**config.mk**
```make
export PLATFORM = sky130hd
export DESIGN_NAME = differentiate_mc
export DESIGN_NICKNAME = d
export VERILOG_FILES = /design/src/rtl/differentiate_mc.sv
export SDC_FILE = /design/constraint.sdc
export NUM_CORES = 1
export LEC_CHECK = 0
export ABC_AREA = 1
export CORE_MARGIN = 4
export CORE_UTILIZATION = 40
export CTS_CLUSTER_SIZE = 20
export DETAILED_ROUTE_END_ITERATION = 16
export REMOVE_ABC_BUFFERS = 1
export SYNTH_ARGS = -nofsm -noshare
export SYNTH_HDL_FRONTEND = slang
export SYNTH_SLANG_ARGS = --single-unit
```
**constraint.sdc**
```tcl
create_clock -name clk -period 5.3 [get_ports clk]
set_input_delay 0.53 -clock clk [delete_from_list [all_inputs] [get_ports clk]]
set_output_delay 0.53 -clock clk [all_outputs]
set_load 0.005 [all_outputs]
```
**src/rtl/differentiate_mc.sv**
```systemverilog
// Multi-channel time-multiplexed differentiator: per-channel 4-deep history, 5-point or
// 3-point stencil (x12), 3-stage pipeline, shift + saturate. Define DIFF_ROUND_EN for round-half-up.
module differentiate_mc #(
    parameter int unsigned INPUT_WIDTH  = 12,
    parameter int unsigned OUTPUT_WIDTH = 16,
    parameter int unsigned CHANNELS     = 4,
    parameter int unsigned SHIFT        = 0,
    localparam int unsigned CH_W = (CHANNELS > 1) ? $clog2(CHANNELS) : 1
) (
    input  logic                           clk,
    input  logic                           rst_ni,
    input  logic                           clken_i,
    input  logic                           dvalid_i,
    input  logic [CH_W-1:0]                ch_i,
    input  logic signed [INPUT_WIDTH-1:0]  x_i,
    input  logic                           mode_i,
    input  logic                           clear_i,
    output logic                           dvalid_o,
    output logic [CH_W-1:0]                ch_o,
    output logic signed [OUTPUT_WIDTH-1:0] dx_o,
    output logic                           sat_o
);
    localparam int unsigned FW     = INPUT_WIDTH + 5;
    localparam int unsigned RW     = (FW + 1 > OUTPUT_WIDTH) ? FW + 1 : OUTPUT_WIDTH;
    localparam int unsigned HIST   = 4;
    localparam int unsigned FILL_W = 3;
    localparam logic signed [RW-1:0] SAT_MAX =
        {{(RW - OUTPUT_WIDTH + 1){1'b0}}, {(OUTPUT_WIDTH - 1){1'b1}}};
    localparam logic signed [RW-1:0] SAT_MIN = ~SAT_MAX;
`ifdef DIFF_ROUND_EN
    localparam logic signed [RW-1:0] RND = RW'((2 ** SHIFT) / 2);
`endif

    logic signed [INPUT_WIDTH-1:0] hist_q [CHANNELS][HIST];
    logic signed [INPUT_WIDTH-1:0] hist_d [CHANNELS][HIST];
    logic [FILL_W-1:0]             fill_q [CHANNELS];
    logic [FILL_W-1:0]             fill_d [CHANNELS];

    logic                          s1_vld_q, s1_vld_d, s1_mode_q, s1_mode_d;
    logic [CH_W-1:0]               s1_ch_q, s1_ch_d;
    logic signed [INPUT_WIDTH-1:0] s1_x0_q, s1_x0_d, s1_x1_q, s1_x1_d;
    logic signed [INPUT_WIDTH-1:0] s1_x3_q, s1_x3_d, s1_x4_q, s1_x4_d;

    logic                          s2_vld_q, s2_vld_d;
    logic [CH_W-1:0]               s2_ch_q, s2_ch_d;
    logic signed [FW-1:0]          s2_a_q, s2_a_d, s2_b_q, s2_b_d;

    logic                          dvalid_q, dvalid_d, sat_q, sat_d;
    logic [CH_W-1:0]               ch_q, ch_d;
    logic signed [OUTPUT_WIDTH-1:0] dx_q, dx_d;

    logic                          accept;
    logic signed [FW-1:0]          diff13, d_full;
    logic signed [RW-1:0]          r_ext;

    assign accept = dvalid_i && (32'(ch_i) < CHANNELS);

    always_comb begin
        hist_d    = hist_q;
        fill_d    = fill_q;
        s1_vld_d  = s1_vld_q;
        s1_mode_d = s1_mode_q;
        s1_ch_d   = s1_ch_q;
        s1_x0_d   = s1_x0_q;
        s1_x1_d   = s1_x1_q;
        s1_x3_d   = s1_x3_q;
        s1_x4_d   = s1_x4_q;
        s2_vld_d  = s2_vld_q;
        s2_ch_d   = s2_ch_q;
        s2_a_d    = s2_a_q;
        s2_b_d    = s2_b_q;
        dvalid_d  = dvalid_q;
        ch_d      = ch_q;
        dx_d      = dx_q;
        sat_d     = sat_q;
        diff13    = FW'(s1_x1_q) - FW'(s1_x3_q);
        d_full    = s2_a_q + s2_b_q;
        r_ext     = RW'(d_full);
`ifdef DIFF_ROUND_EN
        r_ext     = r_ext + RND;
`endif
        r_ext     = r_ext >>> SHIFT;

        if (clear_i) begin
            // clear beats everything, including a same-cycle accept
            for (int c = 0; c < CHANNELS; c++) begin
                fill_d[c] = '0;
                for (int k = 0; k < HIST; k++) hist_d[c][k] = '0;
            end
            s1_vld_d = 1'b0;
            s2_vld_d = 1'b0;
            dvalid_d = 1'b0;
        end else if (clken_i) begin
            // stage 1: window capture and history update
            s1_vld_d = accept && (fill_q[ch_i] == FILL_W'(HIST));
            if (accept) begin
                s1_mode_d = mode_i;
                s1_ch_d   = ch_i;
                s1_x0_d   = x_i;
                s1_x1_d   = hist_q[ch_i][0];
                s1_x3_d   = hist_q[ch_i][2];
                s1_x4_d   = hist_q[ch_i][3];
                for (int k = HIST - 1; k > 0; k--) hist_d[ch_i][k] = hist_q[ch_i][k-1];
                hist_d[ch_i][0] = x_i;
                if (fill_q[ch_i] != FILL_W'(HIST)) fill_d[ch_i] = fill_q[ch_i] + FILL_W'(1);
            end

            // stage 2: partial sums (5-point: x4-x0 and 8*(x1-x3); 3-point: 6*(x1-x3))
            s2_vld_d = s1_vld_q;
            if (s1_vld_q) begin
                s2_ch_d = s1_ch_q;
                if (s1_mode_q) begin
                    s2_a_d = '0;
                    s2_b_d = (diff13 <<< 2) + (diff13 <<< 1);
                end else begin
                    s2_a_d = FW'(s1_x4_q) - FW'(s1_x0_q);
                    s2_b_d = diff13 <<< 3;
                end
            end

            // stage 3: sum, shift, saturate
            dvalid_d = s2_vld_q;
            if (s2_vld_q) begin
                ch_d = s2_ch_q;
                if (r_ext > SAT_MAX) begin
                    dx_d  = OUTPUT_WIDTH'(SAT_MAX);
                    sat_d = 1'b1;
                end else if (r_ext < SAT_MIN) begin
                    dx_d  = OUTPUT_WIDTH'(SAT_MIN);
                    sat_d = 1'b1;
                end else begin
                    dx_d  = OUTPUT_WIDTH'(r_ext);
                    sat_d = 1'b0;
                end
            end
        end
    end

    always_ff @(posedge clk or negedge rst_ni) begin
        if (!rst_ni) begin
            for (int c = 0; c < CHANNELS; c++) begin
                fill_q[c] <= '0;
                for (int k = 0; k < HIST; k++) hist_q[c][k] <= '0;
            end
            s1_vld_q  <= 1'b0;
            s1_mode_q <= 1'b0;
            s1_ch_q   <= '0;
            s1_x0_q   <= '0;
            s1_x1_q   <= '0;
            s1_x3_q   <= '0;
            s1_x4_q   <= '0;
            s2_vld_q  <= 1'b0;
            s2_ch_q   <= '0;
            s2_a_q    <= '0;
            s2_b_q    <= '0;
            dvalid_q  <= 1'b0;
            ch_q      <= '0;
            dx_q      <= '0;
            sat_q     <= 1'b0;
        end else begin
            hist_q    <= hist_d;
            fill_q    <= fill_d;
            s1_vld_q  <= s1_vld_d;
            s1_mode_q <= s1_mode_d;
            s1_ch_q   <= s1_ch_d;
            s1_x0_q   <= s1_x0_d;
            s1_x1_q   <= s1_x1_d;
            s1_x3_q   <= s1_x3_d;
            s1_x4_q   <= s1_x4_d;
            s2_vld_q  <= s2_vld_d;
            s2_ch_q   <= s2_ch_d;
            s2_a_q    <= s2_a_d;
            s2_b_q    <= s2_b_d;
            dvalid_q  <= dvalid_d;
            ch_q      <= ch_d;
            dx_q      <= dx_d;
            sat_q     <= sat_d;
        end
    end

    assign dvalid_o = dvalid_q;
    assign ch_o     = ch_q;
    assign dx_o     = dx_q;
    assign sat_o    = sat_q;
endmodule

```
==> flow_summary.yaml <==
outcome:
  outcome: "finished, final reports clean"
detailed_routing:
  firstDrtPassIters: 5
  viasPerCell: 5.359
  num_vias: 11740
  drt-wirelength-per-cell_um: 17.91
  wirelength_um: 39230
  drc_errors: 0
  drt_iter0_drc: 775
  ant_nets: 0
sta:
  clock_skew_ns: 0.02135
  setup_violations: 0
  relSlewSlack_pct: 16.67
  finalMaxSlewViolations: 0
  rsz0062_at_grt: "no"
  whs_ns: 0.05743
  period_share_pct: 64.92
  finalCriticalPeriod_ns: 3.441
  hold_violations: 0
  fin_tns_setup_ns: 0
  worst_slew_pin_slew_ns: 1.245
  fmax_mhz: 290.6
power:
  intPower_mw: 4.361
  seqPwrFrac_pct: 41.4
  power_switching_mw: 1.894
  peakVddDrop_v: 0.0001716
  p_per_area_nw_per_um2: 372.1
  switching_share_pct: 30.28
  p_leak_nw: 7.639
  pwr-share-clk_pct: 36.7
  p_comb_share_pct: 21.9
critical_path:
  crit_top_cell: "nand2_1"
  startpoint_type: "flip-flop"
  critPathBufInv: 2
  startpoint: "s1_x1_q[0]$_DFFE_PN0P_"
  timing_worst_setup_path_type: "reg -> reg"
  max_stage_delay_ns: 0.47
  crit_chain: "inv_1 -> ha_1 -> fa_1 -> xnor2_1 -> inv_1 -> fa_1 -> o21ai_0 -> nand2_1 -> nand2_1 -> a21oi_1 -> o21ai_0 -> nand3_1 -> o21ai_0 -> nand2_1 -> nand2_1"
  cp_slowest_cell: "fa_1"
  ff2ff_setup_slack_ns: 1.86
  path_delay_family: "adder cells"
  ff2ff_path_depth: 15
  cp_max_fo: 4
  endpoint: "s2_b_q[14]$_DFFE_PN0P_"
  r2r-end: "s2_b_q[14]$_DFFE_PN0P_"
  cp.depth: 15
  reg2reg_from: "s1_x1_q[0]$_DFFE_PN0P_"
  cp-end-kind: "flip-flop"
  cp_data_arrival_time_ns: 3.88
  crit_required_ns: 5.74
floorplanning:
  num_rows: 70
  dieWidth_um: 200.5
  ios: 40
  initial_core_util_pct: 40.50
  die_y_um: 200.5
  core-area_um2: 36610
  die_area_um2: 40210
synthesis:
  synth-edff-count: 0
  synth_top_cells_by_area: "dfrtp_1, o22ai_1, nand2_1"
  postSynth.asyncResetShare_pct: 100.0
  synthesis.area_um2: 14830
  avgSynthCellArea_um2: 8.842
  ys_seq_area_share_pct: 51.81
  synth_area_leader_cell: "dfrtp_1"
  syn_inst: 1677
  synth-seq-cells: 307
  synth_top_area_share_pct: 51.81
  ys_warn_count: 0
  synthFlopType: "dfrtp_1"
  synth_cell_types: 50
worst_hold_path:
  worstHoldPathType: "in -> async"
placement:
  dpl_cell_area_um2: 15720
  dpl.hpwl_um: 24110
  place.gp.congestion: 0.8674
  io_buffers: 39
cts:
  cts_num_sinks: 307
  numCtsBuffers: 35
  cts_root_buf: "clkbuf_16"
  clk_latency_ns: 0.51
  path_clk_slew_ns: 0.06
  cts_resized: 0
  clock_path_buffers: 3
  postCtsSetupBuffers: 0
  hold_buffers: 0
  htreeDepth: 2
  cts_tree: "built"
finish:
  drive_gt1_share_pct: 6.446
  fin_area_um2: 16810
  finish.utilization_pct: 45.92
  multi_input_area_um2: 5718
  final_cell_mix: "nand2_1, dfrtp_1, inv_1, o22ai_1, o21ai_0"
  regArea_um2: 7682
  final_common_cell: "nand2_1"
  diodes: 0
  fill_cells: 3488
  syn2layout_area_growth_pct: 13.37
  nNetsFinal: 1775
grt:
  antenna_found_initial: 0
  grt-ovfl-total: 0
  grt_usage_pct: 19.14
  grt_start_max_net_pins: 138
  grt_pass1_wl_um: 63700
  grt_pass1_vias: 11660
job:
  cap_violations: 0
==> through the flow <==
stage / instances / power, mW / setup WS [ns]
2_1_floorplan: 1600 / 3.562 / 0.7132
4_1_cts: 2190 / 6.310 / 1.888
5_1_grt: 2190 / 6.615 / 1.516
6_report: 2190 / 6.255 / 1.859
3_3_place_gp: 2129 / 3.980 / 1.728
3_5_place_dp: 2129 / 3.993 / 1.627
==> flip-flops by register name, summed over array words and instances, names as in the netlist, 2 cells and up <==
register / flops
ch_o: 2
dx_o: 16
fill_q: 12
hist_q: 192
s1_ch_q: 2
s1_x0_q: 12
s1_x1_q: 12
s1_x3_q: 12
s1_x4_q: 12
s2_a_q: 13
s2_b_q: 15
s2_ch_q: 2
==> logic make-up (layout without fill, tap and decap cells) <==
family / after synthesis / in the layout / synth area share (%)
adder cells (fa/ha/maj): 57 / 57 / 5.012
AO/OA/AOI/OAI: 455 / 455 / 19.16
flip-flops: 307 / 307 / 51.81
XOR/XNOR: 24 / 24 / 1.519
buffers and inverters: 385 / 430 / 10.05
AND/OR/NAND/NOR: 449 / 449 / 12.45
==> cell type report <==
type | count | share of cell area (%)
Tap cell | 468 | 3.483
Inverter | 308 | 6.878
Timing Repair Buffer | 61 | 3.409
Clock buffer | 56 | 6.215
Multi-Input combinational cell | 985 | 34.02
Sequential cell | 307 | 45.70
Clock inverter | 5 | 0.2977
==> synthesized netlist by cell type (all sizes together), types with 4 or more instances <==
master    n
xnor2     7
buf      26
a21o      6
a221oi   35
o22ai   234
xor2     17
o21a      4
nor2     43
or2       4
clkbuf   51
o22a     10
fa        4
o21ai   100
nand4     7
ha       53
nand3    45
inv     306
dfrtp   307
nand2   341
and2      4
a21oi    43
==> layer usage <==
metal	global-route usage (%)	vias up	wire length [µm]	part of all wire (%)
met5	0	-	0	0
met4	4.277	0	684	1.7
met3	2.730	50	1786	4.6
met2	32.80	262	18640	48
met1	26.00	5727	18120	46
li1	-	5698	-	-
==> worst min path at each step <==
stage | endpoint | slack, ns | cells after the start
CTS | hist_q[188]$_DFFE_PN0P_ | 0.12 | 1
detailed placement | dx_o[9]$_DFFE_PN0P_ | 0.46 | 2
global placement | dx_o[9]$_DFFE_PN0P_ | 0.46 | 2
floorplan | ch_o[0]$_DFFE_PN0P_ | 0.23 | 0
global route | hist_q[188]$_DFFE_PN0P_ | 0.12 | 1
finish | hist_q[188]$_DFFE_PN0P_ | 0.06 | 1
==> power by group through the flow <==
| stage | logic [mW] | registers [mW] | clock network, mW |
|---|---|---|---|
| after CTS | 1.37 | 2.59 | 2.35 |
| final | 1.37 | 2.59 | 2.30 |
| after detailed placement | 1.36 | 2.63 | 0 |
| after global placement | 1.35 | 2.63 | 0 |
| after floorplan | 0.954 | 2.61 | 0 |
| after global routing | 1.55 | 2.61 | 2.45 |
No activity file was read; power rests on OpenSTA's default activity.
==> edit 1: new RTL, config.mk and constraints unchanged <==
The option `DIFF_ROUND_EN` is turned on by a define.
--- a/src/rtl/differentiate_mc.sv
+++ b/src/rtl/differentiate_mc.sv
@@ -1,5 +1,7 @@
 // Multi-channel time-multiplexed differentiator: per-channel 4-deep history, 5-point or
 // 3-point stencil (x12), 3-stage pipeline, shift + saturate. Define DIFF_ROUND_EN for round-half-up.
+`define DIFF_ROUND_EN
+
 module differentiate_mc #(
     parameter int unsigned INPUT_WIDTH  = 12,
     parameter int unsigned OUTPUT_WIDTH = 16,
Check against the original RTL: no difference found for any inputs over 4 cycles, from zero or initial values and one cycle with rst_ni low; that may be too few to reach the edited logic, so the function may still have changed.
==> edit 1 against the original RTL <==
- routed wire length increased by 0.38%
- cell area increased by 1.1%
- sequential share of layout area decreased by 0.49 points
- global-route usage increased by 0.068 points
- sequential cell count unchanged
- critical path type unchanged
- power increased by 2.2%
- die area increased by 0.92%
- synthesized area increased by 0.96%
- largest cell class unchanged
- setup slack got worse by 0.010 ns
- largest power group unchanged
- via count increased by 0.79%
- clock skew decreased by 0.0030 ns
==> edit 1: results (changes against the original RTL) <==
- The quantity of I/O buffers inserted on ports is 39 (unchanged).
- The clock insertion delay at the later pin of the skew report is 0.53 ns (+0.02 ns).
- The sequential share of the synthesized area is 0.513 (-0.00494).
- The placed instance area is 15,800 µm² (+0.74%).
- The final weighted congestion of routability-driven global placement is 0.852 (-1.7%).
- The clock transition at the register clock pins on the worst setup and hold paths after CTS is 0.06 ns (about the same).
- Yosys attributes the largest share of cell area to dfrtp_1 (51%), o22ai_1 (9.8%), nand2_1 (8.3%).
- The run finished with clean final reports.
- The leakage power came to 7.73 nW (+1.2%).
- The cell with the largest stage delay on the worst path is fa_1.
- The detailed-route via count came to 11.8k (+0.79%).
- The largest net degree at the start of global routing was 131 (-5.1%).
- The critical path starts at s1_x1_q[0].
- The detailed placement HPWL came to 24.6 mm (+1.9%).
- The worst reg-to-reg path cell count is 21 (+6).
- The class of the worst hold path is input pin to asynchronous set/reset pin.
- The commonest cells after synthesis are nand2_1 (333), dfrtp_1 (307), inv_1 (298).
- The root buffer cell is clkbuf_16.
- The cell count after placement is 2,139 (+0.47%).
- The highest ir drop seen on vdd came to 0.207 mV (+21%).
- The arrival time at the worst endpoint is 3.86 ns (-0.02 ns).
- The sum of negative setup slack is 0 ns (unchanged).
- The final net count was 1,785 (+0.56%).
- The delay of the slowest cell on the worst path is 0.42 ns (-0.05 ns).
- The total clock buffers created by CTS came to 35 (unchanged).
- The average detailed-routed wire length per instance is 17.9 µm (-0.12%).
- The async set or reset register ratio after synthesis is 1.00 (unchanged).
- The number of warnings issued by yosys came to 0 (unchanged).
- The final-report hold violation count is 0 (unchanged).
- The distinct cell type count of the synthesized netlist was 51 (+2.0%).
- The initial antenna violation count was 0 (unchanged).
- The combined global-route utilization of all metal layers is 0.192 (+0.000680).
- The post-synthesis instance total is 1,690 (+0.78%).
- The global-route wire length before repair is 64.4 mm (+1.1%).
- The number of flip-flops under the largest register name is 192 (unchanged).
- The non-filler instance count after layout was 2,201 (+0.50%).
- The count of routing violations after the opening detailed-route iteration is 875 (+13%).
- The top fanout value on the critical path is 5 (+1).
- Grouping stages by cell kind, the critical path spends the most delay in simple AND/OR/NAND/NOR gates.
- The clock skew after layout is 0.0183 ns (-0.00304 ns).
- The maximum count of clock buffers along a single path is 3 (unchanged).
- The relative max-transition margin is 0.234 (+0.0677).
- The share of final-layout standard cells stronger than drive strength 1 is 0.0785 (+0.0140).
==> edit 1: cell count changes in the layout (fill, tap and decap cells not counted), moves of 5 or more <==
cell      unedited run  this run
nand2_1            326       331
nand2_2             15         8
a221oi_2             0        17
a221oi_1            35        19
o21ai_1              1        23
inv_2                7        18
o21ai_0             94        77
nor2_1              37        42
==> edit 1: logic make-up after synthesis <==
logic type / count (synthesis) / synth area share
AO/OA/AOI/OAI: 464 / 0.201
XOR/XNOR: 23 / 0.0145
adder cells (fa/ha/maj): 57 / 0.0496
buffers and inverters: 394 / 0.102
flip-flops: 307 / 0.513
AND/OR/NAND/NOR: 445 / 0.120
==> edit 1: through the flow <==
stage | total power [mW] | worst slack [ns] | hold WS (ns)
2_1_floorplan | 3.55 | 0.0707 | 0.234
3_3_place_gp | 3.97 | 1.65 | 0.461
3_5_place_dp | 3.99 | 1.69 | 0.464
4_1_cts | 6.45 | 1.89 | 0.119
5_1_grt | 6.74 | 1.49 | 0.154
6_report | 6.39 | 1.85 | 0.0524
==> edit 1: worst paths after layout <==
path	slack, ns	end
worst max-delay path	1.85	s2_b_q[13]
worst min-delay path	0.05	hist_q[111]
worst max register to register	1.85	s2_b_q[13]
worst min register to register	0.47	dx_o[3]
max in group asynchronous	3.76	hist_q[46]
min in group clk	0.47	dx_o[3]
==> edit 1: power by group <==
group | internal [mW] | switching [mW]
logic | 0.495 | 0.864
registers | 2.50 | 0.0932
clock network | 1.46 | 0.982
total | 4.46 | 1.94
==> edit 1: routing by layer <==
layer	vias up	track usage	wire [µm]
met1	5743	0.272	18400
met3	64	0.0263	1810
li1	5729	-	-
met5	-	0	0
met2	294	0.316	18400
met4	0	0.0444	767
==> edit 1: layout make-up <==
| type | count | area, µm² |
|---|---|---|
| Tap cell | 468 | 586 |
| Sequential cell | 307 | 7680 |
| Clock inverter | 12 | 169 |
| Multi-Input combinational cell | 989 | 5820 |
| Clock buffer | 50 | 992 |
| Fill cell | 3527 | 19800 |
| Timing Repair Buffer | 58 | 551 |
| Inverter | 317 | 1190 |
==> edit 1: worst reg2reg max path, delay by kind of cell (launching register included) <==
kind | cells | cell delay [ns]
simple gates | 12 | 1.08
fa+ha+maj | 3 | 0.93
compound gates | 2 | 0.40
flops | 1 | 0.35
xor+xnor | 1 | 0.33
buf+inv | 3 | 0.24
==> edit 2: new RTL, same settings <==
Without the edit above. Add an input register stage for `dvalid_i`, `ch_i`, `x_i`, `mode_i` and `clear_i`, cleared by the reset; this delays them by one clock.
--- a/src/rtl/differentiate_mc.sv
+++ b/src/rtl/differentiate_mc.sv
@@ -27,6 +27,28 @@
     localparam logic signed [RW-1:0] SAT_MAX =
         {{(RW - OUTPUT_WIDTH + 1){1'b0}}, {(OUTPUT_WIDTH - 1){1'b1}}};
     localparam logic signed [RW-1:0] SAT_MIN = ~SAT_MAX;
+
+    logic dvalid_r;
+    logic [CH_W-1:0] ch_r;
+    logic signed [INPUT_WIDTH-1:0] x_q;
+    logic mode_q;
+    logic clear_q;
+
+    always_ff @(posedge clk or negedge rst_ni) begin
+        if (!rst_ni) begin
+            dvalid_r <= '0;
+            ch_r     <= '0;
+            x_q      <= '0;
+            mode_q   <= '0;
+            clear_q  <= '0;
+        end else begin
+            dvalid_r <= dvalid_i;
+            ch_r     <= ch_i;
+            x_q      <= x_i;
+            mode_q   <= mode_i;
+            clear_q  <= clear_i;
+        end
+    end
 `ifdef DIFF_ROUND_EN
     localparam logic signed [RW-1:0] RND = RW'((2 ** SHIFT) / 2);
 `endif
@@ -53,7 +75,7 @@
     logic signed [FW-1:0]          diff13, d_full;
     logic signed [RW-1:0]          r_ext;
 
-    assign accept = dvalid_i && (32'(ch_i) < CHANNELS);
+    assign accept = dvalid_r && (32'(ch_r) < CHANNELS);
 
     always_comb begin
         hist_d    = hist_q;
@@ -81,7 +103,7 @@
 `endif
         r_ext     = r_ext >>> SHIFT;
 
-        if (clear_i) begin
+        if (clear_q) begin
             // clear beats everything, including a same-cycle accept
             for (int c = 0; c < CHANNELS; c++) begin
                 fill_d[c] = '0;
@@ -92,17 +114,17 @@
             dvalid_d = 1'b0;
         end else if (clken_i) begin
             // stage 1: window capture and history update
-            s1_vld_d = accept && (fill_q[ch_i] == FILL_W'(HIST));
+            s1_vld_d = accept && (fill_q[ch_r] == FILL_W'(HIST));
             if (accept) begin
-                s1_mode_d = mode_i;
-                s1_ch_d   = ch_i;
-                s1_x0_d   = x_i;
-                s1_x1_d   = hist_q[ch_i][0];
-                s1_x3_d   = hist_q[ch_i][2];
-                s1_x4_d   = hist_q[ch_i][3];
-                for (int k = HIST - 1; k > 0; k--) hist_d[ch_i][k] = hist_q[ch_i][k-1];
-                hist_d[ch_i][0] = x_i;
-                if (fill_q[ch_i] != FILL_W'(HIST)) fill_d[ch_i] = fill_q[ch_i] + FILL_W'(1);
+                s1_mode_d = mode_q;
+                s1_ch_d   = ch_r;
+                s1_x0_d   = x_q;
+                s1_x1_d   = hist_q[ch_r][0];
+                s1_x3_d   = hist_q[ch_r][2];
+                s1_x4_d   = hist_q[ch_r][3];
+                for (int k = HIST - 1; k > 0; k--) hist_d[ch_r][k] = hist_q[ch_r][k-1];
+                hist_d[ch_r][0] = x_q;
+                if (fill_q[ch_r] != FILL_W'(HIST)) fill_d[ch_r] = fill_q[ch_r] + FILL_W'(1);
             end
 
             // stage 2: partial sums (5-point: x4-x0 and 8*(x1-x3); 3-point: 6*(x1-x3))
Check against the original RTL: no difference found for any inputs over 4 cycles, from zero or initial values and one cycle with rst_ni low; that may be too few to reach the edited logic, so the function may still have changed.
==> edit 2 against the original RTL <==
- routed wire length is 1.9% higher
- largest cell class unchanged
- setup slack improved by 0.10 ns
- combinational power shrank 11%
- power rose by 2.9%
- core utilization up 0.063 points
- sequential cell count rose by 17
- cell area rose by 2.8%
- synthesized area is 2.6% higher
==> edit 2: results (changes against the original RTL) <==
- The average detailed-routed wire length per instance is 17.7 µm (-1.4%).
- The final net count was 1,803 (+1.6%).
- In the post-synthesis netlist, the biggest area contributors are dfrtp_1 (53%), nand2_1 (11%), o21ai_0 (6.3%).
- The top fanout value on the critical path is 5 (+1).
- The cell count after placement was 2,199 (+3.3%).
- The total clock buffers created by CTS was 36 (+2.9%).
- The startpoint identified for the worst register-to-register timing path is s1_x1_q[4].
- The global-route wire length before repair is 64.9 mm (+1.8%).
- The final weighted congestion of routability-driven global placement came to 0.887 (+2.3%).
- The register-to-register setup slack is 1.96 ns (+0.10 ns).
- The initial antenna violation count is 1 (+1).
- The worst reg-to-reg path cell count came to 21 (+6).
- The combined global-route utilization of all metal layers was 0.194 (+0.00275).
- The fraction of the mapped netlist area in compound gates is 0.185 (-0.00634).
- The run finished with clean final reports.
- The detailed-route via count came to 12.0k (+2.1%).
- In this run the critical register-to-register path is captured at s2_b_q[13].
- The adder and majority gate portion of the synthesized area is 0.0488 (-0.00129).
- The first-pass iteration count of the detailed router came to 7 (+2).
- The arrival time at the worst endpoint is 3.77 ns (-0.11 ns).
- The highest ir drop seen on vdd was 0.260 mV (+51%).
- The post-synthesis share of cell area spent on xor and xnor gates is 0.0142 (-0.000967).
- The clock insertion delay at the later pin of the skew report was 0.55 ns (+0.04 ns).
- The clock skew after layout is 0.0153 ns (-0.00602 ns).
- The share of final-layout standard cells stronger than drive strength 1 is 0.0708 (+0.00632).
- The count of routing violations after the opening detailed-route iteration is 916 (+18%).
- The overall routed net length is 40.0 mm (+1.9%).
- The distinct cell type count of the synthesized netlist is 51 (+2.0%).
- The fill cell total of the finished layout is 3,623 (+3.9%).
- The detailed placement HPWL is 24.7 mm (+2.6%).
- The leakage power is 8.03 nW (+5.1%).
- The largest net degree at the start of global routing was 145 (+5.1%).
[edit 2: final cells by class]
cell class              instances  area [µm²]  area share
well taps                     511         639      0.0370
repair buffers                 57         543      0.0314
flip-flops and latches        324        8110       0.469
inverters                     208         781      0.0452
clock buffers                  55        1090      0.0633
clock inverters                 9         104     0.00601
multi-input cells            1099        6010       0.348
[edit 2: worst max-delay path by stage]
stage,startpoint,endpoint,slack (ns),cells past startpoint
floorplan,ch_r[1],fill_q[2],1.83,9
global placement,s1_x1_q[0],s2_b_q[13],2.09,21
detailed placement,clken_i,s2_a_q[7],1.98,11
CTS,s1_x1_q[0],s2_b_q[13],2.00,21
global route,s1_x1_q[0],s2_b_q[13],1.64,21
finish,s1_x1_q[4],s2_b_q[13],1.96,21
[edit 2: logic make-up after synthesis]
family                   after synthesis
AO/OA/AOI/OAI                        466
XOR/XNOR                              23
adder cells (fa/ha/maj)               57
buffers and inverters                285
flip-flops                           324
AND/OR/NAND/NOR                      553
[edit 2: power by group]
part / internal (mW) / switching, mW
logic: 0.431 / 0.787
clock network: 1.49 / 1.03
registers: 2.62 / 0.0900
[edit 2: critical path, cell delays in order (launching register included)]
cell	delay, ns
dfrtp_1	0.39
ha_1	0.37
nand2_1	0.11
inv_1	0.04
nand2_1	0.06
nand2_1	0.06
a21oi_1	0.23
o21bai_1	0.12
xnor2_1	0.27
inv_1	0.11
ha_1	0.38
inv_1	0.08
nor3_1	0.18
nand2_1	0.09
a21boi_1	0.22
nand3_1	0.15
nand2_1	0.11
nand2_1	0.06
nand2_1	0.05
nand3_1	0.06
nand2_1	0.07
nand2_1	0.04
[edit 2: routing by layer]
metal	routed length (µm)	track usage
met1	18600	0.272
met2	18200	0.313
met3	2070	0.0313
met4	1010	0.0588
met5	13	0
[edit 2: per-stage QoR]
stage / worst slack, ns / utilization
global route: 1.64 / 0.460
global placement: 2.09 / 0.428
floorplan: 1.83 / -
detailed placement: 1.98 / 0.428
CTS: 2.00 / 0.460
finish: 1.96 / 0.460
